### config.mk
export PLATFORM = sky130hd
export DESIGN_NAME = lcd_frame_scheduler_flat
export DESIGN_NICKNAME = d
export VERILOG_FILES = /design/src/rtl/lcd_frame_scheduler_if.sv /design/src/rtl/lcd_frame_scheduler.sv /design/src/flat_wrapper.sv
export SDC_FILE = /design/constraint.sdc
export NUM_CORES = 1
export LEC_CHECK = 0
export CAP_MARGIN = 20
export CORE_UTILIZATION = 43
export CTS_CLUSTER_DIAMETER = 80
export CTS_CLUSTER_SIZE = 10
export DETAILED_ROUTE_END_ITERATION = 10
export GPL_TIMING_DRIVEN = 0
export PLACE_DENSITY = 0.76
export SLEW_MARGIN = 10
export SYNTH_ARGS = -nofsm -noshare
export SYNTH_HDL_FRONTEND = slang
export SYNTH_SLANG_ARGS = --single-unit
### constraint.sdc
create_clock -name clk_12mhz -period 2.2 [get_ports clk_12mhz]
set_input_delay 0.55 -clock clk_12mhz [delete_from_list [all_inputs] [get_ports clk_12mhz]]
set_output_delay 0.55 -clock clk_12mhz [all_outputs]
set_load 0.01 [all_outputs]
### src/rtl/lcd_frame_scheduler_if.sv
// Scheduler-side bundle: pixel-writer handshake, framebuffer read port and
// renderer swap handshake.
interface lcd_frame_scheduler_if #(
    parameter int ADDR_W = 18
) ();
    // Handshake: data_valid stays high for the whole frame; a pixel moves only
    // on a rising edge where data_valid & data_req, and the next pixel appears
    // on rgb after that same edge. swap_req is a level held until swap_ack.
    logic              data_req;
    logic              data_valid;
    logic [23:0]       rgb;
    logic              rd_en;
    logic [ADDR_W-1:0] rd_addr;
    logic [23:0]       rd_data;
    logic              swap_req;
    logic              swap_ack;
    logic              front_sel;
    logic              frame_done;

    modport master (
        input  data_req, rd_data, swap_req,
        output data_valid, rgb, rd_en, rd_addr, swap_ack, front_sel, frame_done
    );

    modport slave (
        output data_req, rd_data, swap_req,
        input  data_valid, rgb, rd_en, rd_addr, swap_ack, front_sel, frame_done
    );
endinterface

### src/rtl/lcd_frame_scheduler.sv
// Frame sequencer and double-buffer arbiter: streams the front framebuffer to
// the LCD pixel writer and swaps buffers only between frames.
module lcd_frame_scheduler #(
    parameter int                HOR_PIX    = 480,
    parameter int                VER_PIX    = 272,
    parameter int                ADDR_W     = 18,
    parameter logic [ADDR_W-1:0] BUF_B_BASE = 18'd131072
) (
    input  logic                 clk_12mhz,
    input  logic                 rst,
    input  logic                 enable,
    output logic                 busy,
    output logic [1:0]           dbg_state,
    lcd_frame_scheduler_if.master bus
);
    localparam int          NPIX     = HOR_PIX * VER_PIX;
    localparam logic [17:0] LAST_IDX = 18'(NPIX - 1);

    typedef enum logic [1:0] {
        IDLE   = 2'd0,
        PRIME  = 2'd1,
        STREAM = 2'd2,
        SWAP   = 2'd3
    } state_t;

    state_t            state;
    state_t            state_next;
    logic [17:0]       idx;
    logic              consume;
    logic              last_pix;
    logic [ADDR_W-1:0] base;
    logic [ADDR_W-1:0] swap_base;

    assign consume   = bus.data_valid & bus.data_req;
    assign last_pix  = (idx == LAST_IDX);
    assign base      = bus.front_sel ? BUF_B_BASE : '0;
    // Base the next PRIME will read, accounting for a swap applied in SWAP.
    assign swap_base = (bus.front_sel ^ bus.swap_req) ? BUF_B_BASE : '0;
    assign bus.rgb   = bus.rd_data;
    assign busy      = (state != IDLE);
    assign dbg_state = state;

    always_comb begin
        state_next = state;
        bus.rd_en  = 1'b0;
        case (state)
            IDLE: begin
                if (enable) state_next = PRIME;
            end
            PRIME: begin
                bus.rd_en  = 1'b1;
                state_next = STREAM;
            end
            STREAM: begin
                bus.rd_en = consume & ~last_pix;
                if (consume && last_pix) state_next = SWAP;
            end
            SWAP: begin
                state_next = enable ? PRIME : IDLE;
            end
            default: state_next = IDLE;
        endcase
    end

    always_ff @(posedge clk_12mhz or negedge rst) begin
        if (!rst) begin
            state          <= IDLE;
            idx            <= '0;
            bus.rd_addr    <= '0;
            bus.data_valid <= 1'b0;
            bus.front_sel  <= 1'b0;
            bus.swap_ack   <= 1'b0;
            bus.frame_done <= 1'b0;
        end else begin
            state          <= state_next;
            bus.swap_ack   <= 1'b0;
            bus.frame_done <= 1'b0;
            case (state)
                IDLE: bus.rd_addr <= base;
                PRIME: begin
                    bus.rd_addr    <= bus.rd_addr + ADDR_W'(1);
                    idx            <= '0;
                    bus.data_valid <= 1'b1;
                end
                STREAM: begin
                    if (consume) begin
                        if (last_pix) begin
                            bus.data_valid <= 1'b0;
                            bus.frame_done <= 1'b1;
                        end else begin
                            idx         <= idx + 18'd1;
                            bus.rd_addr <= bus.rd_addr + ADDR_W'(1);
                        end
                    end
                end
                SWAP: begin
                    bus.rd_addr <= swap_base;
                    if (bus.swap_req) begin
                        bus.front_sel <= ~bus.front_sel;
                        bus.swap_ack  <= 1'b1;
                    end
                end
                default: ;
            endcase
        end
    end
endmodule

### src/flat_wrapper.sv
// flat-port wrapper written by rule: the top's interface ports become plain ports
module lcd_frame_scheduler_flat 
#(
    parameter int                HOR_PIX    = 480,
    parameter int                VER_PIX    = 272,
    parameter int                ADDR_W     = 18,
    parameter logic [ADDR_W-1:0] BUF_B_BASE = 18'd131072
)
  (clk_12mhz, rst, enable, busy, dbg_state, bus_data_req, bus_rd_data, bus_swap_req, bus_data_valid, bus_rgb, bus_rd_en, bus_rd_addr, bus_swap_ack, bus_front_sel, bus_frame_done);
  lcd_frame_scheduler_if #(.ADDR_W(ADDR_W)) bus_i ();
  input  logic clk_12mhz;
  input  logic rst;
  input  logic enable;
  output logic busy;
  output logic [1:0] dbg_state;
  input wire logic [$bits(bus_i.data_req)-1:0] bus_data_req;
  input wire logic [$bits(bus_i.rd_data)-1:0] bus_rd_data;
  input wire logic [$bits(bus_i.swap_req)-1:0] bus_swap_req;
  output wire logic [$bits(bus_i.data_valid)-1:0] bus_data_valid;
  output wire logic [$bits(bus_i.rgb)-1:0] bus_rgb;
  output wire logic [$bits(bus_i.rd_en)-1:0] bus_rd_en;
  output wire logic [$bits(bus_i.rd_addr)-1:0] bus_rd_addr;
  output wire logic [$bits(bus_i.swap_ack)-1:0] bus_swap_ack;
  output wire logic [$bits(bus_i.front_sel)-1:0] bus_front_sel;
  output wire logic [$bits(bus_i.frame_done)-1:0] bus_frame_done;
  assign bus_i.data_req = bus_data_req;
  assign bus_i.rd_data = bus_rd_data;
  assign bus_i.swap_req = bus_swap_req;
  assign bus_data_valid = bus_i.data_valid;
  assign bus_rgb = bus_i.rgb;
  assign bus_rd_en = bus_i.rd_en;
  assign bus_rd_addr = bus_i.rd_addr;
  assign bus_swap_ack = bus_i.swap_ack;
  assign bus_front_sel = bus_i.front_sel;
  assign bus_frame_done = bus_i.frame_done;
  lcd_frame_scheduler #(.HOR_PIX(HOR_PIX), .VER_PIX(VER_PIX), .ADDR_W(ADDR_W), .BUF_B_BASE(BUF_B_BASE)) u_core (.clk_12mhz(clk_12mhz), .rst(rst), .enable(enable), .busy(busy), .dbg_state(dbg_state), .bus(bus_i));
endmodule
==> impl_metrics.csv <==
group,metric,value,unit
worst_setup_path,critPathSlowestCell,"dfrtp_1",
detailed_routing,drt-total-wl,6350,µm
layout,area_growth,34.8,%
cts,clk_latency,290,ps
global_route,grt_usage,21.1,%
timing,hold_violations,0,
global_route,grt_pass1_vias,2319,
power,ir_drop,0.372,mV
power,power.total,2.08,mW
placed_design,portBuffers,54,
layout,postLayoutCoreUtil,61.9,%
logic_synthesis,yosysSeqAreaShare,40.3,%
detailed_routing,vias,2523,
timing,fin_skew,10.6,ps
floorplanning,die_area,6380,µm²
min_path,hold_path_class,"in -> async",
floorplanning,row_count,27,
timing,max_slew_margin,47.9,%
logic_synthesis,synth_seq_cells,42,
layout,final_nets,400,
layout,final_cell_area,3520,µm²
timing,timing.final.crit_share,101,%
detailed_routing,first_pass_iters,4,
worst_setup_path,start_kind,"flip-flop",
detailed_routing,drt_iter0_drc,237,
cts,cts_tree,"done",
worst_setup_path,r2r-start,"u_core.dbg_state[0]",
timing,timing.final.ws_setup,-30.3,ps
power,p_per_area,590,nW/µm²
worst_setup_path,crit_start,"u_core.dbg_state[0]",
placed_design,gp_congestion,0.841,
worst_setup_path,cp_cell_sequence,"inv_2, ha_1, clkbuf_4, clkbuf_8, o21a_1, buf_2",
logic_synthesis,dominantRegCellSynth,"dfrtp_1",
floorplanning,dieWidth,79.9,µm
run,cap_violations,0,
worst_setup_path,cp.arrival,1680,ps
timing,fmax,448,MHz
logic_synthesis,postSynthAreaPerCell,8.96,µm²
global_route,grt_pass1_wl,10700,µm
logic_synthesis,yosysWarnings,0,
detailed_routing,antenna_left,0,
timing,rsz0062_at_grt,"yes",
floorplanning,die_h,79.9,µm
cts,clockBufferDepth,2,
logic_synthesis,ys_types,56,
worst_setup_path,crit_path_max_incr_delay,420,ps
logic_synthesis,synth_cells,291,
worst_setup_path,cp-end-kind,"primary output",
detailed_routing,drc,0,
timing,setup_viol,1,
global_route,grt_remaining_overflow,0,
global_route,antenna_found_initial,0,
floorplanning,core,5680,µm²
logic_synthesis,netlist_area,2610,µm²
cts,clkSlewWorstSetupHoldPaths,80,ps
worst_setup_path,crit_required,1650,ps
cts,cts_made_buffers,5,
timing,final_max_slew_viol_count,0,
timing,worst_pin_slew,775,ps
logic_synthesis,synth-edff-count,0,
detailed_routing,wl_per_cell,14.6,µm
logic_synthesis,synth_nets,327,
detailed_routing,vias_per_cell,5.79,
cts,cts-hold-fix-buffers,0,
status,violations,"negative setup slack",
placed_design,place_area,3250,µm²
cts,htreeDepth,2,
floorplanning,start_util,45.9,%
floorplanning,io_pins,79,
cts,clkSinkCount,42,
placed_design,dpl.hpwl,4310,µm
layout,antenna_cells,0,
logic_synthesis,async_reset_ff_share,100,%
global_route,grt_start_max_net_pins,25,
status,status,"complete, but fails checks",
power,leakagePower,1.45,nW
layout,drive_above_1_share,22.0,%
worst_setup_path,crit_type,"reg -> out",
timing,min_period,2230,ps
cts,cts-root-buf,"clkbuf_8",
worst_setup_path,critPathMaxFanout,10,
[power breakdown]
part	internal [mW]	leakage (nW)	switching (mW)	total (mW)
Sequential	0.854	0.560	0.111	0.965
Combinational	0.268	0.836	0.214	0.482
Clock	0.363	0.0573	0.265	0.628
Total	1.49	1.45	0.590	2.08
[per-layer routing]
| metal | track usage, % | vias up | share of wire [%] |
|---|---|---|---|
| li1 | - | 1201 | - |
| met1 | 28.2 | 1210 | 43 |
| met2 | 34.9 | 108 | 49 |
| met3 | 3.31 | 4 | 6.4 |
| met4 | 6.61 | 0 | 0.87 |
| met5 | 0 | - | 0 |
[synth_stat cells (3+ instances only)]
cell      instances  area, µm²
a21oi_1          13       65.1
a31oi_1           5       31.3
and3_1            4       25.0
buf_4            25        188
clkbuf_1          6       22.5
dfrtp_1          42       1050
ha_1              7       87.6
inv_1            12       45.0
nand2_1          29        109
nand2b_1          4       25.0
nand3_1          21        105
nand4_1           3       18.8
nor2_1           11       41.3
o211ai_1          3       22.5
o21ai_0          28        140
o21ai_1           4       20.0
o31ai_1          15        113
o41ai_1           5       43.8
or3_1             4       25.0
or4_1             6       45.0
or4_2             3       26.3
[cells by family (layout without fill, tap and decap cells)]
family                     after synthesis  count (layout)  share of synthesized area (%)
xor gates and xnor gates                 1               1                          0.336
buffers and inverters                   48             121                           11.0
muxes                                    2               2                          0.768
and+or+nand+nor                        103             103                           22.2
adders and majority gates                7               7                           3.36
DFF                                     42              42                           40.3
AOI/OAI and AO/OA                       88              88                           22.0
[area by class of cell]
| cell class | count | area (µm²) |
|---|---|---|
| sequential | 42 | 1050 |
| multi-input combinational | 201 | 1320 |
| buffer | 34 | 251 |
| fill | 485 | 2160 |
| clock inverter | 1 | 30.0 |
| timing repair buffer | 67 | 643 |
| tap | 72 | 90.1 |
| inverter | 13 | 48.8 |
| clock buffer | 6 | 82.6 |
[critical path: cells and delay by family (launching register included)]
family	cells	cell delay, ps
flip-flops	1	420
adder cells (fa/ha/maj)	1	280
buffers and inverters	4	560
AO/OA/AOI/OAI	1	130
[cell usage in the layout (no fill, tap or decap), drive strengths merged, types with 2 or more instances in the layout]
master	synthesis	layout
and3	5	5
o21ai	32	32
or4	9	9
and4	3	3
or3	5	5
nand2	29	29
o31ai	15	15
and2	4	4
ha	7	7
clkdlybuf4s50	0	51
nor2	12	12
nand3	22	22
buf	27	42
a21oi	13	13
nor4	3	3
a31oi	5	5
nand4	4	4
mux2i	2	2
dfrtp	42	42
o311ai	2	2
clkbuf	8	13
a41oi	2	2
o211ai	3	3
inv	12	12
nand2b	4	4
o41ai	5	5
[per-stage QoR]
step	cells	setup TNS, ps	hold slack (ps)	setup slack, ps
after CTS	434	-150	201	-150
after global placement	417	-24280	487	-739
after floorplan	291	0	254	22.5
after global routing	436	-114	227	-114
after detailed placement	418	-2930	489	-740
final	436	-30.3	190	-30.3
[worst paths after layout]
path                                     endpoint  slack (ps)  cells after the start
min reg2reg                u_core.bus.rd_addr[10]         510                      1
min                                u_core.idx[15]         190                      1
min in group clk_12mhz     u_core.bus.rd_addr[10]         510                      1
max in group asynchronous           u_core.idx[8]        1530                      2
max reg2reg                        u_core.idx[17]          80                      8
max                                     bus_rd_en         -30                      6
[sequential cells by signal, indices dropped and copies added (netlist names)]
name                   flops
u_core.bus.front_sel       1
u_core.bus.frame_done      1
u_core.bus.swap_ack        1
u_core.bus.rd_addr        18
u_core.idx                18
u_core.dbg_state           2
u_core.bus.data_valid      1
[repair_timing]
item / CTS / global route
pin swaps: 3 / 1
setup buffers: 9 / 3
setup endpoints to repair: 3 / 30
endpoints found under the hold margin: 0 / 0
resized for setup: 15 / 18
No activity file was read; power rests on OpenSTA's default activity.
